$ cat src/rtl/uart_pkg.sv
// uart_pkg: shared UART definitions for the receive, transmit and com_block paths.
package uart_pkg;
    localparam int OVERSAMPLE = 8;
    localparam int START_MID = 4;
    typedef enum logic [2:0] {IDLE, START, DATA, STOP, WAIT_HIGH} rx_state_t;
endpackage

$ cat src/rtl/sync_fifo.sv
// sync_fifo: single-clock first-word fall-through FIFO; reused by the RX and TX paths.
module sync_fifo #(
    parameter int WIDTH = 8,
    parameter int DEPTH = 8
) (
    input  logic                     clk,
    input  logic                     rst_n,
    input  logic                     wr_en,
    input  logic [WIDTH-1:0]         wr_data,
    input  logic                     rd_en,
    output logic [WIDTH-1:0]         rd_data,
    output logic                     empty,
    output logic                     full,
    output logic [$clog2(DEPTH):0]   count,
    output logic                     drop
);
    localparam int AW = $clog2(DEPTH);
    localparam int CW = AW + 1;

    logic [WIDTH-1:0] mem [DEPTH];
    logic [AW-1:0] wr_ptr, rd_ptr;
    logic do_wr, do_rd;

    assign empty = count == '0;
    assign full = count == CW'(DEPTH);
    assign do_rd = rd_en && !empty;
    // A pop in the same cycle frees the slot, so a write into a full FIFO still lands.
    assign do_wr = wr_en && (!full || do_rd);
    assign drop = wr_en && full && !do_rd;
    assign rd_data = empty ? '0 : mem[rd_ptr];

    always_ff @(posedge clk or negedge rst_n) begin
        if (!rst_n) begin
            wr_ptr <= '0;
            rd_ptr <= '0;
            count <= '0;
        end else begin
            wr_ptr <= do_wr ? wr_ptr + AW'(1) : wr_ptr;
            rd_ptr <= do_rd ? rd_ptr + AW'(1) : rd_ptr;
            count <= count + CW'(do_wr) - CW'(do_rd);
        end
    end

    always_ff @(posedge clk) begin
        if (do_wr) mem[wr_ptr] <= wr_data;
    end
endmodule

$ cat src/rtl/uart_rx_fifo.sv
// uart_rx_fifo: 8N1 UART receiver with 8x oversampling feeding a receive FIFO with sticky error flags.
module uart_rx_fifo import uart_pkg::*; #(
    parameter int CLK_DIV = 13,
    parameter int FIFO_DEPTH = 8
) (
    input  logic                          clk,
    input  logic                          rst_n,
    input  logic                          rx,
    input  logic                          rd_en,
    output logic [7:0]                    rd_data,
    output logic                          empty,
    output logic                          full,
    output logic [$clog2(FIFO_DEPTH):0]   count,
    output logic                          overflow,
    output logic                          frame_err,
    input  logic                          err_clr,
    output logic                          irq
);
    localparam int TW = CLK_DIV > 1 ? $clog2(CLK_DIV) : 1;

    rx_state_t state, next_state;
    logic rx_meta, rx_sync;
    logic [TW-1:0] tick_cnt;
    logic [2:0] phase, bit_cnt;
    logic [7:0] shift;
    logic tick, start_det, mid, bit_end;
    logic push, frame_evt, phase_clr, sample, drop;

    always_ff @(posedge clk or negedge rst_n) begin
        if (!rst_n) begin
            rx_meta <= 1'b1;
            rx_sync <= 1'b1;
        end else begin
            rx_meta <= rx;
            rx_sync <= rx_meta;
        end
    end

    assign tick = tick_cnt == TW'(CLK_DIV - 1);
    assign start_det = state == IDLE && !rx_sync;
    assign mid = tick && phase == 3'(START_MID - 1);
    assign bit_end = tick && phase == 3'(OVERSAMPLE - 1);

    always_ff @(posedge clk or negedge rst_n) begin
        if (!rst_n) state <= IDLE;
        else state <= next_state;
    end

    always_comb begin
        next_state = state;
        case (state)
            IDLE:      next_state = rx_sync ? IDLE : START;
            START:     next_state = !mid ? START : rx_sync ? IDLE : DATA;
            DATA:      next_state = bit_end && bit_cnt == 3'd7 ? STOP : DATA;
            STOP:      next_state = !bit_end ? STOP : rx_sync ? IDLE : WAIT_HIGH;
            WAIT_HIGH: next_state = rx_sync ? IDLE : WAIT_HIGH;
            default:   next_state = IDLE;
        endcase
    end

    always_comb begin
        push = state == STOP && bit_end && rx_sync;
        frame_evt = state == STOP && bit_end && !rx_sync;
        phase_clr = start_det || (state == START && mid);
        sample = state == DATA && bit_end;
    end

    // Ticks are re-aligned to the start edge so mid-bit sampling tracks the sender.
    always_ff @(posedge clk or negedge rst_n) begin
        if (!rst_n) begin
            tick_cnt <= '0;
            phase <= '0;
            bit_cnt <= '0;
            shift <= '0;
        end else begin
            tick_cnt <= (start_det || tick) ? '0 : tick_cnt + TW'(1);
            phase <= phase_clr ? 3'd0 : tick ? phase + 3'd1 : phase;
            bit_cnt <= phase_clr ? 3'd0 : sample ? bit_cnt + 3'd1 : bit_cnt;
            shift <= sample ? {rx_sync, shift[7:1]} : shift;
        end
    end

    sync_fifo #(.WIDTH(8), .DEPTH(FIFO_DEPTH)) u_fifo (
        .clk(clk),
        .rst_n(rst_n),
        .wr_en(push),
        .wr_data(shift),
        .rd_en(rd_en),
        .rd_data(rd_data),
        .empty(empty),
        .full(full),
        .count(count),
        .drop(drop)
    );

    // A new error event outranks a simultaneous clear.
    always_ff @(posedge clk or negedge rst_n) begin
        if (!rst_n) begin
            overflow <= 1'b0;
            frame_err <= 1'b0;
        end else begin
            overflow <= drop || (overflow && !err_clr);
            frame_err <= frame_evt || (frame_err && !err_clr);
        end
    end

    assign irq = !empty;
endmodule

$ cat config.mk
export PLATFORM = sky130hd
export DESIGN_NAME = uart_rx_fifo
export DESIGN_NICKNAME = d
export VERILOG_FILES = /design/src/rtl/uart_pkg.sv /design/src/rtl/sync_fifo.sv /design/src/rtl/uart_rx_fifo.sv
export SDC_FILE = /design/constraint.sdc
export NUM_CORES = 1
export LEC_CHECK = 0
export ABC_CLOCK_PERIOD_IN_PS = 3700
export CAP_MARGIN = 15
export CELL_PAD_IN_SITES_DETAIL_PLACEMENT = 1
export CELL_PAD_IN_SITES_GLOBAL_PLACEMENT = 1
export CORE_MARGIN = 2
export CORE_UTILIZATION = 34
export DETAILED_ROUTE_END_ITERATION = 12
export HOLD_SLACK_MARGIN = 0.03
export PLACE_DENSITY = 0.65
export SYNTH_ARGS = -nofsm -noshare
export SYNTH_HDL_FRONTEND = slang
export SYNTH_HIERARCHICAL = 1
export SYNTH_SLANG_ARGS = --single-unit
$ cat constraint.sdc
create_clock -name clk -period 3.7 [get_ports clk]
set_input_delay 0.74 -clock clk [delete_from_list [all_inputs] [get_ports clk]]
set_output_delay 0.74 -clock clk [all_outputs]
set_load 0.01 [all_outputs]
# After elaboration in Yosys (flattened, before gate mapping)
# Memories as Yosys holds them, arrays and structs flattened.
# Index checks and enable logic that the tools add are counted.
# totals
reg_bits	35
ramBits	64
in_bits	5
out_inout_bits	17
word_cells	73
mem_count	1
# mem_list
memory	depth	word_bits	rd	rd_ports_with_merged_regs	wr	line_no	rtl
u_fifo.mem	8	8	1	0	1	sync_fifo.sv:20	logic [WIDTH-1:0] mem [DEPTH];
# op_classes
add_sub_neg	7
n_eq_ne	9
n_mux	15
reduce_logical	29
# ops
op	count
$mux 3	6
$logic_and 1x1->1	15
$pmux 3 s5	1
$add 3x1->3 const B	4
$eq 3x2->1 const B	3
$eq 3x3->1 const B	3
$eq 4x4->1 const B	2
$mux 8	1
$logic_not 1->1	5
$logic_or 1x1->1	5
$add 4x1->4	1
$add 4x1->4 const B	1
$logic_not 4->1	1
$mux 1	4
$mux 2	2
$mux 4	1
$reduce_bool 2->1	2
$sub 4x1->4	1
$eq 3x1->1 const B	1
$logic_not 3->1	1

# Logic depth before layout (Yosys ltp)
# logic_depth
word_depth	7
ltp_mapped	12
mapped_depth_nobuf	12

# By module
# The synthesis kept the hierarchy.
# modules_own_cells
mod	instances	cells_each	area_per_inst_um2	seq_area_each_um2
sync_fifo	1	190	3120.5	2172.1
uart_rx_fifo	1	100	1198.6	628.1

# Worst setup path after synthesis
# OpenSTA, ideal clock, no wires.
# synth_timing
path_kind	reg-to-reg
start	reg phase[0]
end	mem u_fifo.mem[0][0], enable pin
setup_time_ps	395
t_arrival_ps	2380
t_required_ps	3305
slack_ps	926
stages_incl_launch_ff	8
path_buffers	0
period_less_slack_ps	2774
path_cell_list	dfrtp_1 > ha_1 > ha_1 > nand2_1 > or3_1 > nor2_1 > o21ai_4 > nor4_1
# synth_between
elab_chain_len	7
# synth_lines
item	line_no	rtl
from (decl)	uart_rx_fifo.sv:24	logic [2:0] phase, bit_cnt;
from (signal assigned)	uart_rx_fifo.sv:77	phase <= phase_clr ? 3'd0 : tick ? phase + 3'd1 : phase;
$eq 3x3->1	uart_rx_fifo.sv:42	assign bit_end = tick && phase == 3'(OVERSAMPLE - 1);
$logic_and 1x1->1	uart_rx_fifo.sv:42	
$logic_and 1x1->1 (2 in series)	uart_rx_fifo.sv:62	push = state == STOP && bit_end && rx_sync;
net push	uart_rx_fifo.sv:27	logic push, frame_evt, phase_clr, sample, drop;
$logic_and 1x1->1	sync_fifo.sv:28	assign do_wr = wr_en && (!full || do_rd);
$mux 1	sync_fifo.sv:45	if (do_wr) mem[wr_ptr] <= wr_data;
$mux 1 (implied by the code)	sync_fifo.sv:45	
to (decl)	sync_fifo.sv:20	
# The timed path passes the listed nets, and every way through them passes these cells.

# Worst setup path after layout
# layout_timing
start	reg u_fifo.rd_ptr[1]
end	out rd_data[6]
# layout_between
elab_chain_len	2
# layout_lines
item	line_no	rtl
from (decl)	sync_fifo.sv:21	logic [AW-1:0] wr_ptr, rd_ptr;
from (signal assigned)	sync_fifo.sv:39	rd_ptr <= do_rd ? rd_ptr + AW'(1) : rd_ptr;
$mem_v2 8x8	--	
$mux 8	sync_fifo.sv:30	assign rd_data = empty ? '0 : mem[rd_ptr];
to (decl)	uart_rx_fifo.sv:10	output logic [7:0] rd_data,
# Every way passes these cells.

==> metrics.yaml <==
dp.cells: 485
coreArea_mm2: 0.0125
rsz0062_at_grt: "no"
end_kind: "primary output"
cts_resized: 0
cts_buffers: 9
slew_headroom_pct: 40.4
crit_fanout: 12
ys_types: 45
hold_depth: 0
antenna_found_initial: 0
grt-ovfl-total: 0
r2r_slack_ns: 0.75
path_class: "reg -> out"
initial_core_util_pct: 34.5
synth_async_sr_flop_share_pct: 35.4
critical_path_arrival_ns: 2.41
area_growth_pct: 17.5
yosys_warnings: 6
cellPowerDensity_mw_per_mm2: 619
drc: 0
cts_max_path_buffers: 2
critPathTopFamily: "buffers and inverters"
n_fill_cell: 1303
die_h_um: 117
syn_inst: 290
fmax_ghz: 0.318
htree_levels: 3
hold_path_startpoint: "rx_meta$_DFF_PN1_"
port-buffer-count: 21
slowest_stage: "dfrtp_1"
worstReg2RegStart: "phase[0]$_DFFE_PN0P_"
hold_path_end: "rx_sync$_DFF_PN1_"
cts_tree: "built"
status: "finished, final reports clean"
crit_chain: "buf_4 -> mux2i_1 -> a22o_1 -> nor3_1 -> clkdlybuf4s50_1"
grt_start_max_net_pins: 36
slew_viol_final: 0
gr-usage-all-layers_pct: 14.6
synth_fp_nets: 311
row_count: 41
dieArea_mm2: 0.0136
p_leak_nw: 2.21
cts_sinks: 99
clk-insertion-delay-late_ns: 0.36
yosysSeqAreaShare_pct: 64.8
cts_hold_buf: 0
post_drt_wl_per_cell_um: 17.3
ir_worst_vdd_v: 0.000361
grt_pass1_vias: 2600
viasPerCell: 4.88
drt_pass1_iterations: 4
final_cells: 501
tightest_slew_ns: 0.892
path_clk_slew_ns: 0.07
drt_iter0_markers: 177
nets: 345
ant_nets: 0
synth_area_mm2: 0.00432
synth_flop_cell: "edfxtp_1"
final_util_pct: 40.5
finalHoldViolCount: 0
cp-start-kind: "register"
die_w_um: 117
worst_r2r_path_depth: 12
grt_pass1_wl_um: 14500
cap_violations: 0
dp_hpwl_um: 5590
root_buffer: "clkbuf_16"
critPathMaxStageDelay_ns: 0.73
num_io_pins: 22
drive_gt1_share_pct: 13.7
reg2reg_to: "u_fifo/count[2]$_DFF_PN0_"
vias: 2446
fin_crit_sh_pct: 85.1
setup-violations-final: 0
syn_avg_cell_area_um2: 14.9
crit_buf_inv: 2
place_congestion: 0.747
ys_ff_latch: 99
required_ns: 2.96
fin_setup_tns_ns: 0
period_minus_slack_ns: 3.15
n_antenna_cell: 0
hp-class: "reg -> reg"
synth_edf_count: 64
skew_ns: 0.0128
wl_um: 8650
post_cts_buffers: 0
worst max-delay path by stage:
| stage | endpoint | startpoint | cells past startpoint |
|---|---|---|---|
| 2_1_floorplan | u_fifo/mem[0][0]$_DFFE_PP_ | phase[0]$_DFFE_PN0P_ | 7 |
| 3_3_place_gp | u_fifo/count[1]$_DFF_PN0_ | phase[0]$_DFFE_PN0P_ | 12 |
| 3_5_place_dp | u_fifo/count[2]$_DFF_PN0_ | phase[0]$_DFFE_PN0P_ | 12 |
| 4_1_cts | rd_data[7] | u_fifo/rd_ptr[1]$_DFFE_PN0P_ | 4 |
| 5_1_grt | rd_data[0] | u_fifo/rd_ptr[1]$_DFFE_PN0P_ | 5 |
| 6_report | rd_data[6] | u_fifo/rd_ptr[1]$_DFFE_PN0P_ | 5 |
worst reg2reg max path, delay by kind of cell, from the launching register on:
| kind | cells | cell delay [ns] |
|---|---|---|
| buffers and inverters | 2 | 0.11 |
| XOR/XNOR | 1 | 0.14 |
| flip-flops | 1 | 0.37 |
| adder cells (fa/ha/maj) | 5 | 1.25 |
| AO/OA/AOI/OAI | 1 | 0.16 |
| AND/OR/NAND/NOR | 3 | 0.82 |
metrics by stage:
step           instance area [um2]  total power [mW]  worst slack, ns  hold slack [ns]
2_1_floorplan                 4320              1.87            0.926            0.345
3_3_place_gp                  4780              2.24            0.834            0.346
3_5_place_dp                  4780              2.25            0.753            0.348
4_1_cts                       5070              3.19            0.509            0.358
5_1_grt                       5070              3.30            0.419            0.360
6_report                      5070              3.14            0.553            0.357
area by class of cell:
cell class              instances  area, um2  area share (%)
repair buffers                 33        308            6.07
multi-input cells             165       1400            27.5
inverters                      16       60.1            1.18
clock buffers                   9        225            4.44
flip-flops and latches         99       2800            55.2
well taps                     172        215            4.24
clock inverters                 7       70.1            1.38
registers in the layout, summed over array words and instances (netlist names), 3 cells and up:
signal,cells
shift,8
phase,3
u_fifo/count,4
u_fifo/mem,64
tick_cnt,4
u_fifo/wr_ptr,3
bit_cnt,3
u_fifo/rd_ptr,3
state,3
layer usage:
layer | vias to the layer above | GRT usage, % | wire length [um]
met5 | - | 0 | 0
met4 | 0 | 5.96 | 141
met3 | 9 | 3.43 | 278
met2 | 37 | 20.9 | 3810
met1 | 1245 | 21.3 | 4420
li1 | 1155 | - | -
layout by cell type, fill, tap and decap left out, drive strengths merged, types with 9 or more instances in the layout:
cell           netlist  final
mux2i               32     32
ha                  15     15
a22o                18     18
nor3                13     13
dfrtp               33     33
edfxtp              64     64
clkbuf               2      9
buf                  8     13
mux2                10     10
inv                 16     19
nor2                13     13
clkdlybuf4s50        0     20
cells by family (layout without fill, tap and decap cells):
kind of cell	Yosys count	count (layout)	share of synthesized area (%)
AND/OR/NAND/NOR	58	58	7.73
XOR/XNOR	8	8	1.62
buffers and inverters	26	65	2.84
AO/OA/AOI/OAI	41	41	7.36
adder cells (fa/ha/maj)	16	16	4.81
flip-flops	99	99	64.8
multiplexers	42	42	10.8
Yosys cell counts, types with 5 or more instances:
| library cell | count | area, um2 |
|---|---|---|
| mux2i_1 | 32 | 320 |
| a21oi_1 | 5 | 25.0 |
| nor3_1 | 13 | 65.1 |
| nor2_1 | 13 | 48.8 |
| dfrtp_1 | 33 | 826 |
| edfxtp_1 | 64 | 1920 |
| a22o_1 | 18 | 158 |
| mux2_4 | 9 | 135 |
| inv_1 | 16 | 60.1 |
| nand3_1 | 5 | 25.0 |
| xnor2_1 | 6 | 52.6 |
| ha_1 | 15 | 188 |
power by group:
group	total [mW]	internal, mW	switching (mW)
Clock	0.923	0.474	0.449
Sequential	1.29	1.21	0.0763
Combinational	0.928	0.500	0.428
Note: power is estimated with default switching activity, not from simulation.
